<file path="src/rtl/hazard_stall_ctrl_if.sv">
// Pipeline hazard-control bundle: ID/EX operand info and memory/branch status in, stall/flush controls out.
// The controller binds to the slave modport; the pipeline (or a bench) binds to master.
interface hazard_stall_ctrl_if #(
  parameter int REG_W = 3,
  parameter int CNT_W = 16
);
  logic             MemRead_id_ex;
  logic [REG_W-1:0] Rt_id_ex;
  logic             Rt_valid_id_ex;
  logic [REG_W-1:0] Rs_if_id;
  logic             Rs_valid_if_id;
  logic [REG_W-1:0] Rt_if_id;
  logic             Rt_valid_if_id;
  logic             mem_busy;
  logic             branch_taken;
  logic             PCWrite;
  logic             IF_ID_Write;
  logic             zero_control_signals;
  logic             IF_ID_flush;
  logic             pipe_hold;
  logic [CNT_W-1:0] stall_cycles;

  modport master (
    output MemRead_id_ex, Rt_id_ex, Rt_valid_id_ex,
    output Rs_if_id, Rs_valid_if_id, Rt_if_id, Rt_valid_if_id,
    output mem_busy, branch_taken,
    input  PCWrite, IF_ID_Write, zero_control_signals, IF_ID_flush, pipe_hold,
    input  stall_cycles
  );

  modport slave (
    input  MemRead_id_ex, Rt_id_ex, Rt_valid_id_ex,
    input  Rs_if_id, Rs_valid_if_id, Rt_if_id, Rt_valid_if_id,
    input  mem_busy, branch_taken,
    output PCWrite, IF_ID_Write, zero_control_signals, IF_ID_flush, pipe_hold,
    output stall_cycles
  );
endinterface

</file>
<file path="src/rtl/hazard_stall_ctrl.sv">
// Pipeline stall/bubble/flush controller: multi-bubble load-use stall, memory-busy freeze, branch squash.
// Outputs are combinational from state + inputs. Optional stall counter under macro HAZARD_PERF_CNT_EN.
module hazard_stall_ctrl #(
  parameter int REG_W    = 3,
  parameter int LOAD_LAT = 1,
  parameter int CNT_W    = 16
) (
  input  logic               clk,
  input  logic               rst,
  hazard_stall_ctrl_if.slave hz
);

  typedef enum logic [1:0] {
    IDLE     = 2'd0,
    LU_STALL = 2'd1,
    MEM_WAIT = 2'd2
  } state_t;

  localparam logic [2:0] BUB_INIT = 3'(LOAD_LAT - 1);

  state_t     r_state, w_next, r_ret, w_ret_next, w_eff;
  logic [2:0] r_bub, w_bub_next;
  logic       w_detect;
  logic       w_src1_hit, w_src2_hit;
  logic       w_pcw, w_ifw, w_zero, w_flush, w_hold;

  assign w_src1_hit = (hz.Rt_id_ex == hz.Rs_if_id) & hz.Rt_valid_id_ex & hz.Rs_valid_if_id;
  assign w_src2_hit = (hz.Rt_id_ex == hz.Rt_if_id) & hz.Rt_valid_id_ex & hz.Rt_valid_if_id;
  assign w_detect   = hz.MemRead_id_ex & (w_src1_hit | w_src2_hit);

  always_ff @(posedge clk) begin
    if (rst) begin
      r_state <= IDLE;
      r_ret   <= IDLE;
      r_bub   <= 3'd0;
    end else begin
      r_state <= w_next;
      r_ret   <= w_ret_next;
      r_bub   <= w_bub_next;
    end
  end

  // Leaving MEM_WAIT applies the resumed state's rules in that same cycle.
  always_comb begin
    w_next     = r_state;
    w_ret_next = r_ret;
    w_bub_next = r_bub;
    w_pcw      = 1'b1;
    w_ifw      = 1'b1;
    w_zero     = 1'b0;
    w_flush    = 1'b0;
    w_hold     = 1'b0;
    w_eff      = (r_state == MEM_WAIT) ? r_ret : r_state;

    if (hz.mem_busy) begin
      w_pcw      = 1'b0;
      w_ifw      = 1'b0;
      w_hold     = 1'b1;
      w_next     = MEM_WAIT;
      w_ret_next = w_eff;
    end else begin
      w_next = IDLE;
      case (w_eff)
        LU_STALL: begin
          if (hz.branch_taken) begin
            w_flush    = 1'b1;
            w_zero     = 1'b1;
            w_bub_next = 3'd0;
          end else begin
            w_pcw  = 1'b0;
            w_ifw  = 1'b0;
            w_zero = 1'b1;
            if (r_bub <= 3'd1) begin
              w_bub_next = 3'd0;
            end else begin
              w_bub_next = r_bub - 3'd1;
              w_next     = LU_STALL;
            end
          end
        end
        default: begin
          if (hz.branch_taken) begin
            w_flush = 1'b1;
            w_zero  = 1'b1;
          end else if (w_detect) begin
            w_pcw  = 1'b0;
            w_ifw  = 1'b0;
            w_zero = 1'b1;
            if (LOAD_LAT > 1) begin
              w_bub_next = BUB_INIT;
              w_next     = LU_STALL;
            end
          end
        end
      endcase
    end
  end

  // Reset forces the pass-through output pattern regardless of inputs.
  assign hz.PCWrite              = rst | w_pcw;
  assign hz.IF_ID_Write          = rst | w_ifw;
  assign hz.zero_control_signals = ~rst & w_zero;
  assign hz.IF_ID_flush          = ~rst & w_flush;
  assign hz.pipe_hold            = ~rst & w_hold;

`ifdef HAZARD_PERF_CNT_EN
  logic [CNT_W-1:0] r_stall_cycles;

  always_ff @(posedge clk) begin
    if (rst) begin
      r_stall_cycles <= '0;
    end else if (!w_pcw && (r_stall_cycles != {CNT_W{1'b1}})) begin
      r_stall_cycles <= r_stall_cycles + 1'b1;
    end
  end

  assign hz.stall_cycles = r_stall_cycles;
`else
  assign hz.stall_cycles = {CNT_W{1'b0}};
`endif

endmodule

</file>
<file path="src/flat_wrapper.sv">
// flat-port wrapper written by rule: the top's interface ports become plain ports
module hazard_stall_ctrl_flat 
#(
  parameter int REG_W    = 3,
  parameter int LOAD_LAT = 1,
  parameter int CNT_W    = 16
)
  (clk, rst, hz_MemRead_id_ex, hz_Rt_id_ex, hz_Rt_valid_id_ex, hz_Rs_if_id, hz_Rs_valid_if_id, hz_Rt_if_id, hz_Rt_valid_if_id, hz_mem_busy, hz_branch_taken, hz_PCWrite, hz_IF_ID_Write, hz_zero_control_signals, hz_IF_ID_flush, hz_pipe_hold, hz_stall_cycles);
  hazard_stall_ctrl_if #(.REG_W(REG_W), .CNT_W(CNT_W)) hz_i ();
  input  logic clk;
  input  logic rst;
  input wire logic [$bits(hz_i.MemRead_id_ex)-1:0] hz_MemRead_id_ex;
  input wire logic [$bits(hz_i.Rt_id_ex)-1:0] hz_Rt_id_ex;
  input wire logic [$bits(hz_i.Rt_valid_id_ex)-1:0] hz_Rt_valid_id_ex;
  input wire logic [$bits(hz_i.Rs_if_id)-1:0] hz_Rs_if_id;
  input wire logic [$bits(hz_i.Rs_valid_if_id)-1:0] hz_Rs_valid_if_id;
  input wire logic [$bits(hz_i.Rt_if_id)-1:0] hz_Rt_if_id;
  input wire logic [$bits(hz_i.Rt_valid_if_id)-1:0] hz_Rt_valid_if_id;
  input wire logic [$bits(hz_i.mem_busy)-1:0] hz_mem_busy;
  input wire logic [$bits(hz_i.branch_taken)-1:0] hz_branch_taken;
  output wire logic [$bits(hz_i.PCWrite)-1:0] hz_PCWrite;
  output wire logic [$bits(hz_i.IF_ID_Write)-1:0] hz_IF_ID_Write;
  output wire logic [$bits(hz_i.zero_control_signals)-1:0] hz_zero_control_signals;
  output wire logic [$bits(hz_i.IF_ID_flush)-1:0] hz_IF_ID_flush;
  output wire logic [$bits(hz_i.pipe_hold)-1:0] hz_pipe_hold;
  output wire logic [$bits(hz_i.stall_cycles)-1:0] hz_stall_cycles;
  assign hz_i.MemRead_id_ex = hz_MemRead_id_ex;
  assign hz_i.Rt_id_ex = hz_Rt_id_ex;
  assign hz_i.Rt_valid_id_ex = hz_Rt_valid_id_ex;
  assign hz_i.Rs_if_id = hz_Rs_if_id;
  assign hz_i.Rs_valid_if_id = hz_Rs_valid_if_id;
  assign hz_i.Rt_if_id = hz_Rt_if_id;
  assign hz_i.Rt_valid_if_id = hz_Rt_valid_if_id;
  assign hz_i.mem_busy = hz_mem_busy;
  assign hz_i.branch_taken = hz_branch_taken;
  assign hz_PCWrite = hz_i.PCWrite;
  assign hz_IF_ID_Write = hz_i.IF_ID_Write;
  assign hz_zero_control_signals = hz_i.zero_control_signals;
  assign hz_IF_ID_flush = hz_i.IF_ID_flush;
  assign hz_pipe_hold = hz_i.pipe_hold;
  assign hz_stall_cycles = hz_i.stall_cycles;
  hazard_stall_ctrl #(.REG_W(REG_W), .LOAD_LAT(LOAD_LAT), .CNT_W(CNT_W)) u_core (.clk(clk), .rst(rst), .hz(hz_i));
endmodule
</file>
<file path="config.mk">
export PLATFORM = sky130hd
export DESIGN_NAME = hazard_stall_ctrl_flat
export DESIGN_NICKNAME = d
export VERILOG_FILES = /design/src/rtl/hazard_stall_ctrl_if.sv /design/src/rtl/hazard_stall_ctrl.sv /design/src/flat_wrapper.sv
export SDC_FILE = /design/constraint.sdc
export NUM_CORES = 1
export LEC_CHECK = 0
export ABC_CLOCK_PERIOD_IN_PS = 1900
export CORE_MARGIN = 3
export CORE_UTILIZATION = 32
export DETAILED_ROUTE_END_ITERATION = 10
export PLACE_DENSITY = 0.72
export SLEW_MARGIN = 20
export SYNTH_ARGS = -nofsm -noshare
export SYNTH_HDL_FRONTEND = slang
export SYNTH_SLANG_ARGS = --single-unit
</file>
<file path="constraint.sdc">
create_clock -name clk -period 1.9 [get_ports clk]
set_input_delay 0.57 -clock clk [delete_from_list [all_inputs] [get_ports clk]]
set_output_delay 0.57 -clock clk [all_outputs]
set_load 0.005 [all_outputs]
</file>
==> impl_metrics.py, run 1 <==
metrics = {
    "die": {
        "num_rows": 14,
        "fp.dieArea_mm2": 0.002415,
        "initial_core_util_pct": 36.56,
        "die_y_um": 49.14,
        "ioPinCount": 38,
        "die-width_um": 49.14,
        "core_mm2": 0.001629,
    },
    "synth": {
        "ys_types": 27,
        "yosys_warnings": 0,
        "syn_avg_cell_area_um2": 8.159,
        "synthesis.instances": 73,
        "dominantRegCellSynth": "dfxtp_1",
        "synthArstFlopShare_pct": 0,
        "syn_area_um2": 595.6,
        "ys_ff_latch": 7,
        "seq_area_frac_synth_pct": 23.53,
        "synth-edff-count": 0,
    },
    "cts": {
        "clock_path_buffers": 2,
        "cts_sinks": 7,
        "clk-insertion-delay-late_ns": 0.24,
        "cts_hold_buffers": 0,
        "h-tree-depth": 1,
        "numCtsBuffers": 3,
        "path_clk_slew_ns": 0.05,
        "tritoncts": "yes",
        "clockRootBuffer": "clkbuf_4",
    },
    "sta": {
        "whs_ns": 0.5285,
        "worst_slack_ns": -0.2808,
        "fmax_mhz": 458.5,
        "finalHoldViolations": 0,
        "fin_crit_ns": 2.181,
        "period_share_pct": 114.8,
        "grt_setup_unrepaired": "true",
        "setup_tns_ns": -0.7863,
        "maxSlewViolCount": 0,
        "fin_worst_skew_ns": 0.004244,
        "final-setup-viol-count": 3,
    },
    "pwr": {
        "clkPwrFrac_pct": 33.7,
        "swShare_pct": 24.91,
        "p_per_area_mw_per_mm2": 424.4,
        "p_leak_nw": 0.4162,
        "power_frac_seq_pct": 38.7,
        "peakVddDrop_mv": 0.2984,
        "power.switching_mw": 0.09588,
        "intPower_mw": 0.2891,
        "p_comb_share_pct": 27.6,
    },
    "placed_design": {
        "dp_hpwl_mm": 1.065,
        "routabilityCongestion": 0.7819,
        "io_buffers": 21,
        "dp_slack_ns": -1.030,
        "place_area_um2": 840.8,
    },
    "routing": {
        "via_count": 541,
        "drtIter0Drc": 9,
        "wl_mm": 1.349,
        "first_pass_iters": 4,
        "ant_nets": 0,
        "drt_drc_violations_left": 0,
        "vias_per_cell": 4.194,
        "wl_per_cell_um": 10.46,
    },
    "critical_path": {
        "critical_path_class": "in2out",
        "cp_num_buf_inv": 2,
        "cp_slowest_cell": "a2111oi_4",
        "crit_chain": "buf_6, xnor2_2, nand4_1, a2111oi_4, a211oi_2, buf_2",
        "cp.arrival_ns": 1.61,
        "end_kind": "primary output",
        "cp_max_fo": 2,
        "cp.required_ns": 1.33,
        "cp-start-kind": "input port",
        "critPathTopFamily": "compound AO/OA/AOI/OAI gates",
        "slowest_delay_ns": 0.41,
    },
    "run": {
        "max_cap_viol_count": 0,
    },
    "global_routing": {
        "antenna_found_initial": 0,
        "grt_pass1_wl_mm": 2.311,
        "grt_pass1_vias": 542,
        "grt_remaining_overflow": 0,
        "grt_start_max_net_pins": 10,
        "grt_usage_pct": 11.97,
    },
    "run_status": {
        "violations": "negative setup slack",
        "status": "finished with violations",
    },
    "final_layout": {
        "final_nets": 125,
        "layout_common_cells": "conb_1, buf_4, buf_6, dfxtp_1",
        "area_growth_pct": 52.31,
        "layout_commonest_cell": "conb_1",
        "drive_gt1_share_pct": 37.14,
        "nFillCells": 158,
        "final_cell_area_um2": 907.1,
        "utilization_pct": 55.68,
        "diodes": 0,
    },
    "hold_path": {
        "hold_path_class": "reg2reg",
    },
}
logic make-up (layout without fill, tap and decap cells):
group	count (synthesis)	after routing	synth area share [%]
simple gates	21	21	18.70
xor+xnor	6	6	8.823
compound gates	13	13	17.86
fa+ha+maj	2	2	4.201
buf+inv	22	39	24.58
other cells	1	16	0.6296
mux	1	1	1.681
flops	7	7	23.53
stage by stage:
stage | power [mW] | std cells
finish | 0.3850 | 129
global route | 0.4046 | 129
CTS | 0.3854 | 128
detailed placement | 0.2503 | 123
global placement | 0.2491 | 123
floorplan | 0.2135 | 88
worst min-delay path, cell delays in order (launching register included):
cell,delay [ns]
dfxtp_1,0.30
inv_1,0.08
o32ai_1,0.09
sequential cells by signal, summed over array words and instances, names as in the netlist:
register        cells
u_core.r_bub        3
u_core.r_ret        2
u_core.r_state      2
power groups by stage:
stage	clock network [mW]	registers (mW)	logic [mW]
finish	0.130	0.149	0.106
global route	0.141	0.149	0.115
CTS	0.135	0.149	0.102
detailed placement	0	0.152	0.0985
global placement	0	0.152	0.0973
floorplan	0	0.152	0.0618
cell type report:
cell class | instances | area [µm²] | share of cell area (%)
Multi-Input combinational cell | 59 | 432.9 | 47.72
Clock buffer | 4 | 26.28 | 2.897
Inverter | 4 | 15.01 | 1.655
Tap cell | 24 | 30.03 | 3.310
Sequential cell | 7 | 140.1 | 15.45
Timing Repair Buffer | 31 | 262.8 | 28.97
cell usage after synthesis, types with 2 or more instances:
library cell / instances / area share (%)
buf_4: 17 / 21
dfxtp_1: 7 / 24
nor2_1: 6 / 3.8
xnor2_1: 6 / 8.8
a21oi_1: 4 / 3.4
inv_1: 4 / 2.5
nor2b_1: 4 / 4.2
nand2_1: 3 / 1.9
a211oi_1: 2 / 2.5
ha_1: 2 / 4.2
nand4_1: 2 / 2.1
per-layer routing:
metal | part of all wire [%] | track usage (%) | up-vias | wire length, µm
li1 | - | - | 277 | -
met1 | 40 | 13.63 | 241 | 543
met2 | 52 | 21.65 | 23 | 707
met3 | 7.3 | 3.364 | 0 | 98
met4 | 0 | 2.844 | 0 | 0
met5 | 0 | 0 | - | 0
path summary, 6_finish.rpt:
path / from / to / slack [ns] / depth (start not counted)
worst max-delay path: hz_Rs_if_id[0] / hz_PCWrite / -0.28 / 6
worst min-delay path: u_core.r_bub[2] / u_core.r_bub[2] / 0.53 / 2
worst max register to register: u_core.r_bub[1] / u_core.r_bub[2] / 0.48 / 6
worst min register to register: u_core.r_bub[2] / u_core.r_bub[2] / 0.53 / 2
repair_timing:
action                     CTS  global route
gates resized for setup     83             1
gates cloned                 0             0
buffers inserted             1             1
setup endpoints to repair    5             3
pin swaps                   13             7
Note: power is estimated with default switching activity, not from simulation.
==> inputs of run 2 (changes only) <==
Settings changed: ABC_CLOCK_PERIOD_IN_PS 1900 to default.
==> results of run 2 <==
No change in the layout: final DEF, timing and power equal those of run 1.
==> inputs of run 3 (changes only) <==
--- a/constraint.sdc
+++ b/constraint.sdc
@@ -3,2 +3,2 @@
 set_output_delay 0.57 -clock clk [all_outputs]
-set_load 0.005 [all_outputs]
+set_load 0.02 [all_outputs]
==> run 3 against run 2 <==
Sequential cell count did not move. The run still ends with negative setup slack left. Clock skew fell by 0.0028 ns. Fmax fell by 1.5%. Clock power barely moved.
==> impl_metrics.py, run 3 (synthesis gave the netlist of run 1 again) <==
metrics = {
    "routing": {
        "drtIter0Drc": 6,
        "drt_drc_violations_left": 0,
        "wl_per_cell_um": 11.40,
        "ant_nets": 0,
        "wl_mm": 1.391,
        "first_pass_iters": 4,
        "vias_per_cell": 4.287,
        "via_count": 523,
    },
    "die": {
        "die_y_um": 49.14,
        "num_rows": 14,
        "initial_core_util_pct": 36.56,
        "die-width_um": 49.14,
        "core_mm2": 0.001629,
        "fp.dieArea_mm2": 0.002415,
        "ioPinCount": 38,
    },
    "sta": {
        "fmax_mhz": 451.8,
        "period_share_pct": 116.5,
        "final-setup-viol-count": 3,
        "worst_slack_ns": -0.3135,
        "grt_setup_unrepaired": "true",
        "fin_worst_skew_ns": 0.001482,
        "fin_crit_ns": 2.214,
        "maxSlewViolCount": 0,
        "whs_ns": 0.5228,
        "finalHoldViolations": 0,
    },
    "cts": {
        "cts_sinks": 7,
        "numCtsBuffers": 3,
        "path_clk_slew_ns": 0.05,
        "tritoncts": "yes",
        "clockRootBuffer": "clkbuf_4",
        "clk-insertion-delay-late_ns": 0.24,
        "h-tree-depth": 1,
        "cts_hold_buffers": 0,
        "cts_setup_buffers": 0,
        "clock_path_buffers": 2,
    },
    "final_layout": {
        "final_cell_area_um2": 849.6,
        "drive_gt1_share_pct": 33.67,
        "layout_commonest_cell": "conb_1",
        "regMostFlops": "u_core.r_bub",
        "final_nets": 118,
        "layout_common_cells": "conb_1, buf_4, dfxtp_1, xnor2_2",
        "area_growth_pct": 42.65,
        "diodes": 0,
        "reg_top3": "u_core.r_bub (3), u_core.r_ret (2), u_core.r_state (2)",
        "largest_register_ffs": 3,
    },
    "hold_path": {
        "min_delay_worst_endpoint": "u_core.r_ret[1]",
        "whs_path_depth": 2,
        "holdCritStartpoint": "u_core.r_ret[1]",
        "hold_path_class": "reg2reg",
    },
    "critical_path": {
        "cp.arrival_ns": 1.64,
        "end_kind": "primary output",
        "startpoint": "hz_Rt_id_ex[1]",
        "critical_path_class": "in2out",
        "cp_max_fo": 2,
        "crit_chain": "buf_6, xnor2_2, nand4_1, a2111oi_4, a211oi_2, buf_4",
        "timing.rr.start": "u_core.r_bub[1]",
        "cp-start-kind": "input port",
        "r2r_cells": 6,
        "cp.required_ns": 1.33,
        "r2r_end": "u_core.r_bub[2]",
        "critPathTopFamily": "compound AO/OA/AOI/OAI gates",
        "cp_slowest_cell": "a2111oi_4",
        "cp_num_buf_inv": 2,
        "reg2reg_slack_ns": 0.49,
        "slowest_delay_ns": 0.39,
    },
    "pwr": {
        "power.switching_mw": 0.1249,
        "intPower_mw": 0.2844,
        "p_leak_nw": 0.3804,
        "peakVddDrop_mv": 0.5111,
        "p_comb_share_pct": 31.4,
        "p_per_area_mw_per_mm2": 481.7,
        "power_mw": 0.4093,
        "power_frac_seq_pct": 36.4,
        "clkPwrFrac_pct": 32.2,
        "swShare_pct": 30.52,
    },
    "run_status": {
        "violations": "negative setup slack",
        "status": "finished with violations",
    },
    "global_routing": {
        "grt_pass1_vias": 523,
        "grt_remaining_overflow": 0,
        "grt_usage_pct": 11.84,
        "antenna_found_initial": 0,
        "grt_start_max_net_pins": 10,
        "grt_pass1_wl_mm": 2.263,
    },
    "placed_design": {
        "dp_slack_ns": -1.125,
        "io_buffers": 21,
        "dp_hpwl_mm": 1.107,
        "place_area_um2": 803.3,
        "routabilityCongestion": 0.7605,
    },
    "run": {
        "max_cap_viol_count": 0,
    },
}
## run 3: cell types whose count changed in the layout (fill, tap and decap cells not counted), sizes merged
cell and delta:
buf -7, clkbuf +1, dlygate4sd2 -1
## run 3: cell type report
cell class,instances,area (µm²)
Clock buffer,4,26.28
Tap cell,24,30.03
Inverter,4,15.01
Sequential cell,7,140.1
Fill cell,175,779.5
Multi-Input combinational cell,59,435.4
Timing Repair Buffer,24,202.7
## run 3: per-stage QoR
stage                     utilization (%)  TNS (ns)  std cells
after detailed placement            49.31    -4.545        118
after floorplan                         -   -0.2393         88
after global routing                52.15    -1.079        122
final                               52.15   -0.7897        122
after global placement              49.31    -4.471        118
after CTS                           51.46   -0.7274        122
## run 3: timing repair
item | in CTS | in global routing
setup endpoints to repair | 5 | 4
pin swaps | 12 | 3
gates resized for setup | 79 | 6
gates cloned | 0 | 0
## run 3: worst max-delay path by stage
stage	end	slack, ns	cells after the start
after floorplan	hz_PCWrite	-0.22	5
after detailed placement	hz_IF_ID_Write	-1.12	6
after global routing	hz_PCWrite	-0.41	6
final	hz_IF_ID_Write	-0.31	6
after CTS	hz_IF_ID_Write	-0.28	6
after global placement	hz_PCWrite	-1.11	6
## run 3: power groups by stage
stage	clock network [mW]	logic, mW	registers, mW
after floorplan	0	0.0899	0.152
final	0.132	0.129	0.149
after CTS	0.138	0.123	0.149
after global placement	0	0.122	0.152
after detailed placement	0	0.123	0.152
after global routing	0.146	0.137	0.149
## run 3: worst reg2reg max path, delay by kind of cell (launching register included)
kind	cells	cell delay, ns
flip-flops	1	0.35
adder cells (fa/ha/maj)	1	0.17
buffers and inverters	1	0.07
AO/OA/AOI/OAI	4	0.74
## run 3: per-layer routing
layer / vias to the layer above / GRT usage, % / wire [µm]
met5: - / 0 / 0
met4: 0 / 0 / 0
met3: 0 / 5.199 / 87
met2: 19 / 21.65 / 734
met1: 238 / 13.26 / 568
li1: 266 / - / -
